[config.mk]
export PLATFORM = sky130hd
export DESIGN_NAME = scan_sequencer_3b
export DESIGN_NICKNAME = d
export VERILOG_FILES = /design/src/rtl/scan_sequencer_3b_pkg.sv /design/src/rtl/scan_sequencer_3b_next_enabled_3b.sv /design/src/rtl/scan_sequencer_3b.sv
export SDC_FILE = /design/constraint.sdc
export NUM_CORES = 1
export LEC_CHECK = 0
export CELL_PAD_IN_SITES_DETAIL_PLACEMENT = 0
export CELL_PAD_IN_SITES_GLOBAL_PLACEMENT = 1
export CORE_AREA = 2 2 72 88
export DETAILED_ROUTE_END_ITERATION = 8
export DIE_AREA = 0 0 74 90
export GPL_ROUTABILITY_DRIVEN = 0
export GPL_TIMING_DRIVEN = 0
export PLACE_DENSITY = 0.88
export SLEW_MARGIN = 15
export SYNTH_ARGS = -nofsm -noshare
export SYNTH_HDL_FRONTEND = slang
export SYNTH_HIERARCHICAL = 1
export SYNTH_SLANG_ARGS = --single-unit
[constraint.sdc]
create_clock -name clk -period 6.2 [get_ports clk]
set_input_delay 0.93 -clock clk [delete_from_list [all_inputs] [get_ports clk]]
set_output_delay 0.93 -clock clk [all_outputs]
set_load 0.01 [all_outputs]
[src/rtl/scan_sequencer_3b_pkg.sv]
`default_nettype none
// +--------------------------------------------------------------------------+
// | Module : scan_sequencer_3b_pkg                                           |
// | Brief  : Shared constants for the 3-bit scan sequencer: FSM encoding and |
// |          channel count.                                                  |
// | Rev    : 1.0  initial release                                            |
// +--------------------------------------------------------------------------+
package scan_sequencer_3b_pkg;

  // FSM encoding
  localparam logic [0:0] ST_IDLE   = 1'b0;
  localparam logic [0:0] ST_ACTIVE = 1'b1;

  // Number of scanned channels and the index of the highest one
  localparam int         NCH     = 8;
  localparam logic [2:0] CH_LAST = 3'(NCH - 1);

endpackage
`default_nettype wire

[src/rtl/scan_sequencer_3b_next_enabled_3b.sv]
`default_nettype none
// +--------------------------------------------------------------------------+
// | Module : next_enabled_3b                                                 |
// | Brief  : Combinational circular priority search. Finds the first set bit |
// |          of mask starting at cur+1 and wrapping; cur itself is tried     |
// |          last so a single-bit mask re-selects the same channel.          |
// | Ports  : mask[7:0] in  - channel enable mask                             |
// |          cur[2:0]  in  - current channel                                 |
// |          nxt[2:0]  out - next enabled channel                            |
// |          wrap      out - nxt <= cur (search went round the end)          |
// |          none      out - mask is all zero (nxt is meaningless)           |
// | Rev    : 1.0  initial release                                            |
// +--------------------------------------------------------------------------+
module next_enabled_3b
  import scan_sequencer_3b_pkg::*;
(
  input  logic [NCH-1:0] mask,
  input  logic [2:0]     cur,
  output logic [2:0]     nxt,
  output logic           wrap,
  output logic           none
);

  logic [2:0] idx;

  // Walk offsets from farthest to nearest so the nearest hit overwrites
  // the others; offset NCH lands back on cur (3-bit truncation).
  always_comb begin
    nxt = cur;
    idx = '0;
    for (int i = NCH; i >= 1; i--) begin
      idx = cur + 3'(i);
      if (mask[idx]) begin
        nxt = idx;
      end
    end
    wrap = (nxt <= cur);
    none = (mask == '0);
  end

endmodule
`default_nettype wire

[src/rtl/scan_sequencer_3b.sv]
`default_nettype none
// +--------------------------------------------------------------------------+
// | Module : scan_sequencer_3b                                               |
// | Brief  : Steps a 3-bit channel index through the channels enabled in an  |
// |          8-bit mask, holding each for a programmable dwell. Continuous   |
// |          or single-sweep. All outputs are registered.                    |
// | Ports  : clk, rst_n (async, active-low)                                  |
// |          start, stop, oneshot, enable_mask[7:0], dwell[DWELL_W-1:0] in   |
// |          sel[2:0], sel_en, busy                                     out  |
// |          step_pulse, wrap_pulse, done_pulse, err_pulse              out  |
// | Rev    : 1.0  initial release                                            |
// +--------------------------------------------------------------------------+
module scan_sequencer_3b
  import scan_sequencer_3b_pkg::*;
#(
  parameter int DWELL_W = 8
) (
  input  logic               clk,
  input  logic               rst_n,
  input  logic               start,
  input  logic               stop,
  input  logic               oneshot,
  input  logic [7:0]         enable_mask,
  input  logic [DWELL_W-1:0] dwell,
  output logic [2:0]         sel,
  output logic               sel_en,
  output logic               busy,
  output logic               step_pulse,
  output logic               wrap_pulse,
  output logic               done_pulse,
  output logic               err_pulse
);

  logic [0:0]         state;
  logic [DWELL_W-1:0] count;
  logic [DWELL_W-1:0] dwell_q;
  logic               oneshot_q;

  logic [2:0]         search_cur;
  logic [2:0]         nxt;
  logic               nxt_wrap;
  logic               mask_none;
  logic [DWELL_W-1:0] last_cnt;
  logic               at_last;

  // In IDLE, searching from the last channel yields the lowest set bit,
  // so one search instance serves both start and advance.
  assign search_cur = (state == ST_IDLE) ? CH_LAST : sel;

  // Dwell of 0 behaves as 1, so the terminal count is 0 in both cases.
  assign last_cnt = (dwell_q == '0) ? '0 : dwell_q - DWELL_W'(1);
  assign at_last  = (count == last_cnt);

  next_enabled_3b u_next (
    .mask (enable_mask),
    .cur  (search_cur),
    .nxt  (nxt),
    .wrap (nxt_wrap),
    .none (mask_none)
  );

  always_ff @(posedge clk or negedge rst_n) begin
    if (!rst_n) begin
      state      <= ST_IDLE;
      count      <= '0;
      dwell_q    <= '0;
      oneshot_q  <= 1'b0;
      sel        <= '0;
      sel_en     <= 1'b0;
      busy       <= 1'b0;
      step_pulse <= 1'b0;
      wrap_pulse <= 1'b0;
      done_pulse <= 1'b0;
      err_pulse  <= 1'b0;
    end else begin
      step_pulse <= 1'b0;
      wrap_pulse <= 1'b0;
      done_pulse <= 1'b0;
      err_pulse  <= 1'b0;

      if (stop) begin
        state  <= ST_IDLE;
        sel    <= '0;
        sel_en <= 1'b0;
        busy   <= 1'b0;
        count  <= '0;
      end else if (state == ST_IDLE) begin
        if (start) begin
          if (mask_none) begin
            err_pulse <= 1'b1;
          end else begin
            state      <= ST_ACTIVE;
            sel        <= nxt;
            sel_en     <= 1'b1;
            busy       <= 1'b1;
            step_pulse <= 1'b1;
            count      <= '0;
            dwell_q    <= dwell;
            oneshot_q  <= oneshot;
          end
        end
      end else if (at_last) begin
        if (mask_none || (nxt_wrap && oneshot_q)) begin
          // End of scan: either an empty mask or a completed single sweep
          state      <= ST_IDLE;
          sel        <= '0;
          sel_en     <= 1'b0;
          busy       <= 1'b0;
          count      <= '0;
          err_pulse  <= mask_none;
          done_pulse <= ~mask_none;
        end else begin
          sel        <= nxt;
          count      <= '0;
          step_pulse <= 1'b1;
          wrap_pulse <= nxt_wrap;
          dwell_q    <= dwell;
        end
      end else begin
        count <= count + DWELL_W'(1);
      end
    end
  end

endmodule
`default_nettype wire

==> impl_metrics.env <==
export IMPL_status="finished, final reports clean"
export IMPL_cts_tree="built"
export IMPL_rsz0062_at_grt="no"
export IMPL_setup_viol=0
export IMPL_die_w_um=74
export IMPL_antenna_left=0
export IMPL_cts_hold_buf=0
export IMPL_yosysWarningCount=6
export IMPL_p_leak_nw=1.22
export IMPL_place_ws_ns=1.04
export IMPL_grt_max_degree=27
export IMPL_max_vdd_ir_drop_v=0.000223
export IMPL_clock_sinks=26
export IMPL_register_area_um2=651
export IMPL_worst_pin_slew_ns=0.668
export IMPL_place_hpwl_um=4560
export IMPL_cts_setup_buffers=0
export IMPL_drcViolationCount=0
export IMPL_cts_resized=0
export IMPL_cp_end_kind="flip-flop"
export IMPL_fin_util=0.506
export IMPL_tns_ns=0
export IMPL_clock_skew_final_ns=0.00681
export IMPL_rr_worst_depth=21
export IMPL_min_delay_start="sel[0]"
export IMPL_antenna_found_initial=0
export IMPL_yosys_area_top_type_share=0.260
export IMPL_avgSynthCellArea_um2=9.45
export IMPL_worst_path_buf_inv=5
export IMPL_path_cells="clkbuf_1 > nand2b_1 > buf_2 > buf_2 > inv_1 > ha_1 > buf_2 > mux4_1 > mux2i_1 > a21oi_1 > o2111ai_1 > o211ai_1 > a41oi_1 > ha_1 > nor2b_1 > o21a_1 > o21ai_0 > nand2_1 > nand2_1 > o21ai_4 > mux2_4"
export IMPL_clockBufferDepth=2
export IMPL_grt_usage=0.190
export IMPL_wl_per_cell_um=15.2
export IMPL_ys_async_sr_fraction=1.00
export IMPL_yosysMostFrequentCell="dfrtp_1"
export IMPL_multi_input_area_um2=1730
export IMPL_relSlewSlack=0.551
export IMPL_layout_min_cycle_time_ns=5.21
export IMPL_grt_pass1_wl_um=10200
export IMPL_cpPeakStageDelay_ns=0.47
export IMPL_period_share=0.840
export IMPL_worstReg2RegStart="state"
export IMPL_max_freq_ghz=0.192
export IMPL_io_buffers=29
export IMPL_holdPathEnd="sel[0]"
export IMPL_critPathSlowestCell="mux4_1"
export IMPL_fin_ws_ns=0.994
export IMPL_reg2reg_slack_ns=0.99
export IMPL_core_area_um2=5860
export IMPL_crit_required_ns=6.37
export IMPL_die_area_um2=6660
export IMPL_clockRootBuffer="clkbuf_8"
export IMPL_syn_inst=265
export IMPL_htreeDepth=1
export IMPL_placed_cells=376
export IMPL_drt_pass1_iterations=4
export IMPL_power_density_nw_per_um2=577
export IMPL_synth_seq_cells=26
export IMPL_cp_common_cell="buf_2"
export IMPL_layout_cells_non_filler=380
export IMPL_drtIter0Drc=123
export IMPL_crit_family="compound AO/OA/AOI/OAI gates"
export IMPL_critPathKind="reg -> reg"
export IMPL_fillers=553
export IMPL_clk_latency_ns=0.28
export IMPL_r2r_end="dwell_q[1]"
export IMPL_finalHoldViolCount=0
export IMPL_die_h_um=90
export IMPL_place_area_um2=2900
export IMPL_hold_class="reg -> reg"
export IMPL_routed_wl_um=5790
export IMPL_cp_arrival_ns=5.38
export IMPL_maxCapViolations=0
export IMPL_hold_depth=1
export IMPL_synth_edf_count=0
export IMPL_ys_top_cells_by_count="26 x dfrtp_1, 24 x nand2_1, 18 x a21oi_1"
export IMPL_drive_gt1_frac=0.154
export IMPL_io_pins=30
export IMPL_maxSlewViolCount=0
export IMPL_cp_max_fo=10
export IMPL_synthTopCellsByArea="dfrtp_1 26%, mux4_2 7.2%, mux2_4 4.8%"
export IMPL_final_area_um2=2960
export IMPL_numCtsBuffers=3
export IMPL_via_per_inst=5.81
export IMPL_fin_nets=327
export IMPL_p_total_mw=1.71
export IMPL_synth_cell_types=63
export IMPL_synth_ff_type="dfrtp_1"
export IMPL_rows=31
export IMPL_syn_to_final_growth_pct=18.3
export IMPL_grt_pass1_vias=2195
export IMPL_syn_cell_area_um2=2500
export IMPL_ys_seq_area_frac=0.260
export IMPL_setup_worst_path_start_class="flip-flop"
export IMPL_grt_overflow_total=0
export IMPL_syn_nets=293
export IMPL_synth_top_cell_by_area="dfrtp_1"
export IMPL_clkTransAtPathRegs_ns=0.09
export IMPL_route_vias_total=2208
export IMPL_diodes=0
export IMPL_start_util=0.428
export IMPL_whs_ns=0.523
==> per-layer routing <==
| metal | up-vias | global-route usage | part of all wire |
|---|---|---|---|
| li1 | 1086 | - | - |
| met2 | 35 | 0.326 | 0.52 |
| met4 | 0 | 0.0758 | 0.024 |
| met3 | 11 | 0.0146 | 0.018 |
| met1 | 1076 | 0.240 | 0.44 |
| met5 | - | 0 | 0 |
==> how the worst max path moves through the flow <==
| stage | startpoint | to | slack, ns | cells past startpoint |
|---|---|---|---|---|
| floorplan | state | dwell_q[7] | 1.75 | 21 |
| global route | state | dwell_q[5] | 0.51 | 21 |
| finish | state | dwell_q[1] | 0.99 | 21 |
| CTS | state | dwell_q[5] | 1.01 | 21 |
| detailed placement | state | dwell_q[7] | 1.04 | 21 |
| global placement | state | dwell_q[1] | 1.09 | 21 |
==> power by group <==
part / leakage [nW] / internal [mW] / switching (mW)
combinational: 0.849 / 0.594 / 0.700
clock: 0.0357 / 0.0865 / 0.0549
sequential: 0.337 / 0.218 / 0.0572
total: 1.22 / 0.898 / 0.812
==> layout make-up <==
cell class                      count  share of cell area
Multi-Input combinational cell    213               0.583
Tap cell                           82              0.0346
Clock inverter                      1              0.0101
Inverter                           12              0.0152
Clock buffer                        3              0.0139
Buffer                             14              0.0274
Sequential cell                    26               0.220
Timing Repair Buffer               29              0.0962
==> cells in the final DEF (no fill, tap or decap), types with 4 or more instances in the layout <==
cell type / count
mux4_2: 8
a22o_1: 4
mux2i_1: 7
o21ai_0: 6
xor2_1: 5
a31oi_1: 4
nor2_1: 15
nand2_1: 24
nor4_1: 4
nand2b_1: 9
dfrtp_1: 26
or4_1: 4
nand3_1: 9
and3_1: 4
o21ai_1: 4
nor2b_1: 4
o2bb2ai_1: 5
xnor2_1: 6
buf_2: 9
clkdlybuf4s50_1: 28
ha_1: 7
a21oi_1: 18
nor3_1: 4
mux2_4: 8
inv_1: 12
==> flip-flops by register name (all words and copies together) (netlist names) <==
signal,cells
done_pulse,1
count,8
wrap_pulse,1
step_pulse,1
state,1
busy,1
err_pulse,1
sel,3
dwell_q,8
oneshot_q,1
==> cell families (layout without fill, tap and decap cells) <==
| family | after synthesis | count (layout) | synth area share |
|---|---|---|---|
| multiplexers | 29 | 29 | 0.191 |
| AO/OA/AOI/OAI | 74 | 74 | 0.219 |
| buffers and inverters | 26 | 59 | 0.0504 |
| adder cells (fa/ha/maj) | 7 | 7 | 0.0350 |
| flip-flops | 26 | 26 | 0.260 |
| XOR/XNOR | 11 | 11 | 0.0385 |
| AND/OR/NAND/NOR | 92 | 92 | 0.206 |
No activity file was read; power rests on OpenSTA's default activity.
